<file path="config.mk">
export PLATFORM = sky130hd
export DESIGN_NAME = matmul_ctrl
export DESIGN_NICKNAME = d
export VERILOG_FILES = /design/src/rtl/matmul_ctrl.sv
export SDC_FILE = /design/constraint.sdc
export NUM_CORES = 1
export LEC_CHECK = 0
export BUFFER_PORTS_ARGS = -buffer_cell sky130_fd_sc_hd__buf_2
export CORE_AREA = 2 2 73 75
export DETAILED_ROUTE_END_ITERATION = 8
export DIE_AREA = 0 0 75 77
export PLACE_DENSITY = 0.8
export SYNTH_ARGS = -nofsm -noshare
export SYNTH_HDL_FRONTEND = slang
export SYNTH_SLANG_ARGS = --single-unit
</file>
<file path="constraint.sdc">
create_clock -name clk -period 3.7 [get_ports clk]
set_input_delay 0.37 -clock clk [delete_from_list [all_inputs] [get_ports clk]]
set_output_delay 0.37 -clock clk [all_outputs]
set_load 0.01 [all_outputs]
</file>
<file path="src/rtl/matmul_ctrl.sv">
// Purpose: top-level sequencer for the matrix-multiply engine; loads X then Y from the input FIFO, starts the engine, drains Z to the output FIFO.
// Latency: 2*N*N load cycles + 1 start + engine time + 1 edge detect + 2*N*N drain cycles per frame when nothing stalls.
// Backpressure: input pops only while in_empty is low; Z pushes hold in S_WR (same address, stable data) while out_full is high.
module matmul_ctrl #(
   parameter int DATA_WIDTH    = 32,
   parameter int MAT_DIM_WIDTH = 3,
   parameter int MAT_DIM_SIZE  = 2**MAT_DIM_WIDTH,
   parameter int ADDR_WIDTH    = 2*MAT_DIM_WIDTH
) (
   input  logic                  clk,
   input  logic                  rst,
   input  logic                  in_empty,
   input  logic [DATA_WIDTH-1:0] in_dout,
   output logic                  in_rd_en,
   output logic                  x_we,
   output logic [ADDR_WIDTH-1:0] x_addr,
   output logic [DATA_WIDTH-1:0] x_wdata,
   output logic                  y_we,
   output logic [ADDR_WIDTH-1:0] y_addr,
   output logic [DATA_WIDTH-1:0] y_wdata,
   output logic                  mm_strt,
   input  logic                  mm_done,
   output logic [ADDR_WIDTH-1:0] z_addr,
   input  logic [DATA_WIDTH-1:0] z_rdata,
   input  logic                  out_full,
   output logic                  out_wr_en,
   output logic [DATA_WIDTH-1:0] out_din,
   output logic                  busy,
   output logic                  frame_done
);

   typedef enum logic [2:0] {
      S_LOAD_X = 3'd0,
      S_LOAD_Y = 3'd1,
      S_START  = 3'd2,
      S_WAIT   = 3'd3,
      S_RD     = 3'd4,
      S_WR     = 3'd5
   } state_t;

   // Last element index of an N x N matrix, and a width-matched increment.
   localparam logic [ADDR_WIDTH-1:0] K_LAST = ADDR_WIDTH'(MAT_DIM_SIZE*MAT_DIM_SIZE - 1);
   localparam logic [ADDR_WIDTH-1:0] K_ONE  = ADDR_WIDTH'(1);

   state_t                  state_q, state_d;
   logic [ADDR_WIDTH-1:0]   k_q, k_d;
   logic                    mm_strt_q, mm_strt_d;
   logic                    frame_done_q, frame_done_d;
   logic                    mm_done_q;

   logic [MAT_DIM_WIDTH-1:0] row;
   logic [MAT_DIM_WIDTH-1:0] col;
   logic                     k_last;
   logic                     done_rise;
   logic                     in_load_x;
   logic                     in_load_y;

   assign row       = k_q[ADDR_WIDTH-1:MAT_DIM_WIDTH];
   assign col       = k_q[MAT_DIM_WIDTH-1:0];
   assign k_last    = (k_q == K_LAST);
   // Engine done may be sticky, so only a fresh 0->1 transition means "this frame is finished".
   assign done_rise = mm_done && !mm_done_q;
   assign in_load_x = (state_q == S_LOAD_X);
   assign in_load_y = (state_q == S_LOAD_Y);

   // FIFO pop doubles as the BRAM write strobe: FWFT head is written the cycle it is consumed.
   assign in_rd_en  = (in_load_x || in_load_y) && !in_empty;
   assign x_we      = in_load_x && !in_empty;
   assign x_addr    = k_q;
   assign x_wdata   = in_dout;
   assign y_we      = in_load_y && !in_empty;
   // Y arrives row-major; storing it as {col,row} makes each Y column a contiguous run for the engine.
   assign y_addr    = {col, row};
   assign y_wdata   = in_dout;

   // Z address is held across S_RD and S_WR, so a full output FIFO just keeps re-reading the same word.
   assign z_addr    = k_q;
   assign out_din   = z_rdata;
   assign out_wr_en = (state_q == S_WR) && !out_full;

   assign busy       = !(in_load_x && (k_q == '0));
   assign mm_strt    = mm_strt_q;
   assign frame_done = frame_done_q;

   // Next-state, counter and registered-pulse computation for the frame sequencer.
   always_comb begin
      state_d      = state_q;
      k_d          = k_q;
      mm_strt_d    = 1'b0;
      frame_done_d = 1'b0;
      case (state_q)
         S_LOAD_X: begin
            if (!in_empty) begin
               if (k_last) begin
                  k_d     = '0;
                  state_d = S_LOAD_Y;
               end else begin
                  k_d = k_q + K_ONE;
               end
            end
         end
         S_LOAD_Y: begin
            if (!in_empty) begin
               if (k_last) begin
                  k_d       = '0;
                  state_d   = S_START;
                  mm_strt_d = 1'b1;
               end else begin
                  k_d = k_q + K_ONE;
               end
            end
         end
         S_START: begin
            state_d = S_WAIT;
         end
         S_WAIT: begin
            if (done_rise) begin
               state_d = S_RD;
            end
         end
         S_RD: begin
            state_d = S_WR;
         end
         S_WR: begin
            if (!out_full) begin
               if (k_last) begin
                  k_d          = '0;
                  frame_done_d = 1'b1;
                  state_d      = S_LOAD_X;
               end else begin
                  k_d     = k_q + K_ONE;
                  state_d = S_RD;
               end
            end
         end
         default: begin
            state_d = S_LOAD_X;
            k_d     = '0;
         end
      endcase
   end

   // Sequencer state, element counter, pulse outputs and done-edge history; reset drops any partial frame.
   always_ff @(posedge clk or posedge rst) begin
      if (rst) begin
         state_q      <= S_LOAD_X;
         k_q          <= '0;
         mm_strt_q    <= 1'b0;
         frame_done_q <= 1'b0;
         mm_done_q    <= 1'b0;
      end else begin
         state_q      <= state_d;
         k_q          <= k_d;
         mm_strt_q    <= mm_strt_d;
         frame_done_q <= frame_done_d;
         mm_done_q    <= mm_done;
      end
   end

endmodule

</file>
==> flow_summary.rst <==
.. list-table::
   :header-rows: 1

   * - Metric
     - Value
   * - Global route hottest layer
     - met2
   * - FF-to-FF setup slack
     - 2.08 ns
   * - R2r endpoint
     - x_addr[3]$_DFFE_PP0P_
   * - Startpoint types
     - register
   * - Largest area contributor in the synthesized netlist
     - sky130_fd_sc_hd__buf_4
   * - Count of buffering cells on the critical path with inverters included
     - 1
   * - Area of the mapped netlist
     - 0.001496 mm^2
   * - Type of the worst min-delay path
     - in2async
   * - Internal Dissipation
     - 0.0004047 W
   * - Unrepaired setup endpoints after global routing
     - no
   * - Sequential element share of the synthesized area
     - 0.2007
   * - Post-DP HPWL
     - 2840 um
   * - Signed area change from the synthesized netlist to the final layout
     - -36.96%
   * - Count leader, synth
     - sky130_fd_sc_hd__buf_4
   * - Worst reg2reg path startpoint
     - x_addr[0]$_DFFE_PP0P_
   * - Max-cap violation count
     - 0
   * - Number of H-tree levels
     - 1
   * - Crit. End Element
     - output pin
   * - Height of the die
     - 77 um
   * - Comb pwr share
     - 0.471
   * - Worst setup path startpoint
     - state_q[1]$_DFFE_PP0P_
   * - Avg Inst Size Synth
     - 8.360 um^2
   * - Port Buf Inserts
     - 29
   * - Required @ worst endpoint
     - 3.33 ns
   * - Fillers
     - 549
   * - List of cells traversed by the critical path
     - nand2b_1, nor3_1, buf_2
   * - CP Data Arrival Time
     - around 1.5 ns
   * - Later-pin clock latency in the skew report
     - 0.24 ns
   * - End of the critical path
     - out_wr_en
   * - Final weighted congestion of routability-driven global placement
     - ~0.82
   * - Die outline area
     - 0.005775 mm^2
   * - Most numerous cell types in the synthesized netlist
     - 109 x sky130_fd_sc_hd__buf_4, 12 x sky130_fd_sc_hd__dfrtp_1, 5 x sky130_fd_sc_hd__inv_1, 5 x sky130_fd_sc_hd__nand2_1
   * - Clock tree from TritonCTS
     - done
   * - Antenna cell count
     - 0
   * - Top cells by area in the synthesized netlist
     - sky130_fd_sc_hd__buf_4 55%, sky130_fd_sc_hd__dfrtp_1 20%, sky130_fd_sc_hd__o211ai_1 2.0%
   * - Number of routed nets with antenna violations
     - 0
   * - Number of max-slew violations in the final report
     - 0
   * - Number of DRC markers in iteration 0
     - 20
   * - M3 GR Usage
     - 0.1051
   * - Via count of the first global-routing pass
     - 716
   * - Total cell area at the placement stage
     - 902.1 um^2
   * - Final WL
     - 3450 um
   * - CP max stage cell
     - sky130_fd_sc_hd__dfrtp_1
   * - Detailed-route DRC error count
     - 0
   * - Ratio of cells with drive above 1 in the final layout
     - 0.3600
   * - Final non-filler cell area
     - ~940 um^2
   * - Combined area of the multi-input logic cells
     - approximately 350 um^2
   * - CTS buffer count
     - 3
   * - Synth Net Count
     - 250
   * - Final hold vios
     - 0
   * - Maximum number of pins on one net before global-route repair
     - 14
   * - Master cell of the clock root buffer
     - sky130_fd_sc_hd__clkbuf_8
   * - Std-Cell Rows
     - 26
   * - Worst-case clock skew
     - 0.002815 ns
   * - Total via count after detailed routing
     - between 700 and 800
   * - Depth of the worst register-to-register path
     - 5
   * - Sequential power share
     - 0.368
   * - Final period util
     - 0.4944
   * - Maximum buffer depth of the clock tree
     - 2
   * - Cell class contributing the biggest share of worst-path delay
     - flip-flops
   * - Buffer count from post-CTS setup fixing
     - 0
   * - Leak pwr
     - roughly 0.44 nW
   * - Stage delay of the slowest cell on the critical path
     - 0.54 ns
   * - Yosys top cell area share
     - 0.5468
   * - Clock-pin slew of the registers on the worst-case setup and hold paths
     - around 0.050 ns
   * - Ratio of total power to cell area
     - 792.5 mW/mm^2
   * - Number of nets in the final layout
     - about 170
   * - Net switching power
     - 0.0003429 W
   * - WP depth
     - 3
   * - Register area
     - 300.3 um^2
   * - Clk sink count
     - 12
   * - Starting Density
     - 0.3007
   * - Endpoints failing setup
     - 0
   * - Residual overflow from global routing
     - 0
   * - Global-route track usage on met2
     - 0.2070
   * - Drt first pass iters
     - 4
   * - Core Box Area
     - between 0.004 and 0.005 mm^2
   * - Outcome
     - complete, no violations
   * - X dimension of the die
     - between 70 and 80 um
   * - Asr flop ratio synth
     - 1.000
   * - Number of distinct standard cells referenced by the synthesized netlist
     - 31
   * - Post-layout util
     - 0.1895
   * - WL per Instance
     - 20.29 um
   * - Total negative slack
     - 0 ns
   * - Global-route track usage on met1
     - 0.06905
   * - Fraction of power consumed by the clock network
     - 0.160
   * - Worst-Margin Slew
     - 0.4740 ns
   * - Number of buffers inserted for hold repair after clock tree synthesis
     - 0
   * - Type of the worst setup path
     - reg2out
   * - Switching share of power
     - 0.4587
   * - Post-route minimum period
     - 1.829 ns
   * - Warnings from Yosys
     - 0
   * - Post-synth EDFFs
     - 0
   * - Maximum fanout along the worst path
     - 13
   * - Global-route wire length before repair
     - approximately 4700 um
   * - Number of antenna violations at the first check in global routing
     - 0
   * - CTS-repair resized insts
     - 0
   * - Highest ir drop seen on vdd
     - roughly 0.17 mV
   * - FF+latch count, synth
     - 12
   * - Achievable clock frequency
     - 546.6 MHz
   * - Top_reg_cell synth
     - sky130_fd_sc_hd__dfrtp_1
   * - Total global routing track utilization
     - 0.1123
   * - Synthesized netlist cell count
     - 179
   * - Tightest slew margin relative to the limit
     - 0.6840
   * - Ports placed on the boundary
     - 190
   * - Post-detailed-route via-to-cell ratio
     - 4.541
## worst min-delay path by stage
stage / from / endpoint / slack [ns]
3_3_place_gp: rst / state_q[0]$_DFFE_PP0P_ / 0.39
2_1_floorplan: rst / frame_done$_DFF_PP0_ / 0.23
4_1_cts: rst / frame_done$_DFF_PP0_ / 0.15
5_1_grt: rst / mm_strt$_DFF_PP0_ / 0.19
6_report: rst / frame_done$_DFF_PP0_ / 0.13
3_5_place_dp: rst / mm_strt$_DFF_PP0_ / 0.41
## through the flow
stage                     hold WS, ns  setup WS (ns)  total power [W]  instances
after global routing           0.1869          1.744        0.0008123        170
after global placement         0.3909          2.143        0.0006222        167
final                          0.1299          1.871        0.0007476        170
after floorplan                0.2347          2.152        0.0006774        179
after CTS                      0.1468          1.889        0.0007550        170
after detailed placement       0.4084          2.084        0.0006294        167
## sequential cells by signal, summed over array words and instances, names as in the netlist
signal and flops:
x_addr 6, state_q 3, frame_done 1, mm_done_q 1, mm_strt 1
## power groups by stage
stage | combinational, W | sequential [W] | clock, W
floorplan | 0.000421 | 0.000257 | 0
global placement | 0.000350 | 0.000272 | 0
detailed placement | 0.000350 | 0.000279 | 0
CTS | 0.000357 | 0.000276 | 0.000122
global route | 0.000396 | 0.000291 | 0.000125
finish | 0.000352 | 0.000275 | 0.000120
## cell families (layout without fill, tap and decap cells)
kind of cell               count (synthesis)  in the layout  synth area share
adders and majority gates                  2              2           0.01672
xor gates and xnor gates                   2              2           0.01171
DFF                                       12             12            0.2007
and+or+nand+nor                           30             30            0.1146
AOI/OAI and AO/OA                         17             17           0.09114
buffers and inverters                    116             37            0.5652
## per-layer routing
layer	share of wire	vias up
li1	-	317
met1	0.21	334
met2	0.56	106
met3	0.22	15
met4	0.021	0
met5	0	-
## worst reg2reg max path, cell delays in order, from the launching register on
cell and delay, ns:
sky130_fd_sc_hd__dfrtp_1 0.43, sky130_fd_sc_hd__ha_1 0.25, sky130_fd_sc_hd__and4_4 0.21, sky130_fd_sc_hd__a221oi_4 0.36, sky130_fd_sc_hd__a31oi_1 0.14, sky130_fd_sc_hd__a31oi_1 0.15
## layout make-up
| class | instances | area share |
|---|---|---|
| Sequential cell | 12 | 0.3183 |
| Clock buffer | 3 | 0.04377 |
| Inverter | 5 | 0.01989 |
| Multi-Input combinational cell | 51 | 0.3714 |
| Timing Repair Buffer | 29 | 0.1538 |
| Tap cell | 70 | 0.09284 |
## cell usage in the layout (no fill, tap or decap), drive strengths merged
cell type	count
nor2	3
clkbuf	3
a21oi	2
and3	3
buf	29
o22ai	1
nand2	5
a211oi	1
and2	1
o21a	1
a31oi	2
nor3	3
nand4	1
o21ai	3
nand3b	2
o21bai	1
o31a	1
nand3	4
nand2b	1
nand4b	1
a221oi	1
nor2b	2
nor4b	1
and4	1
nor4	2
ha	2
xor2	2
o211ai	4
inv	5
dfrtp	12
(Power assumes the default switching activity.)
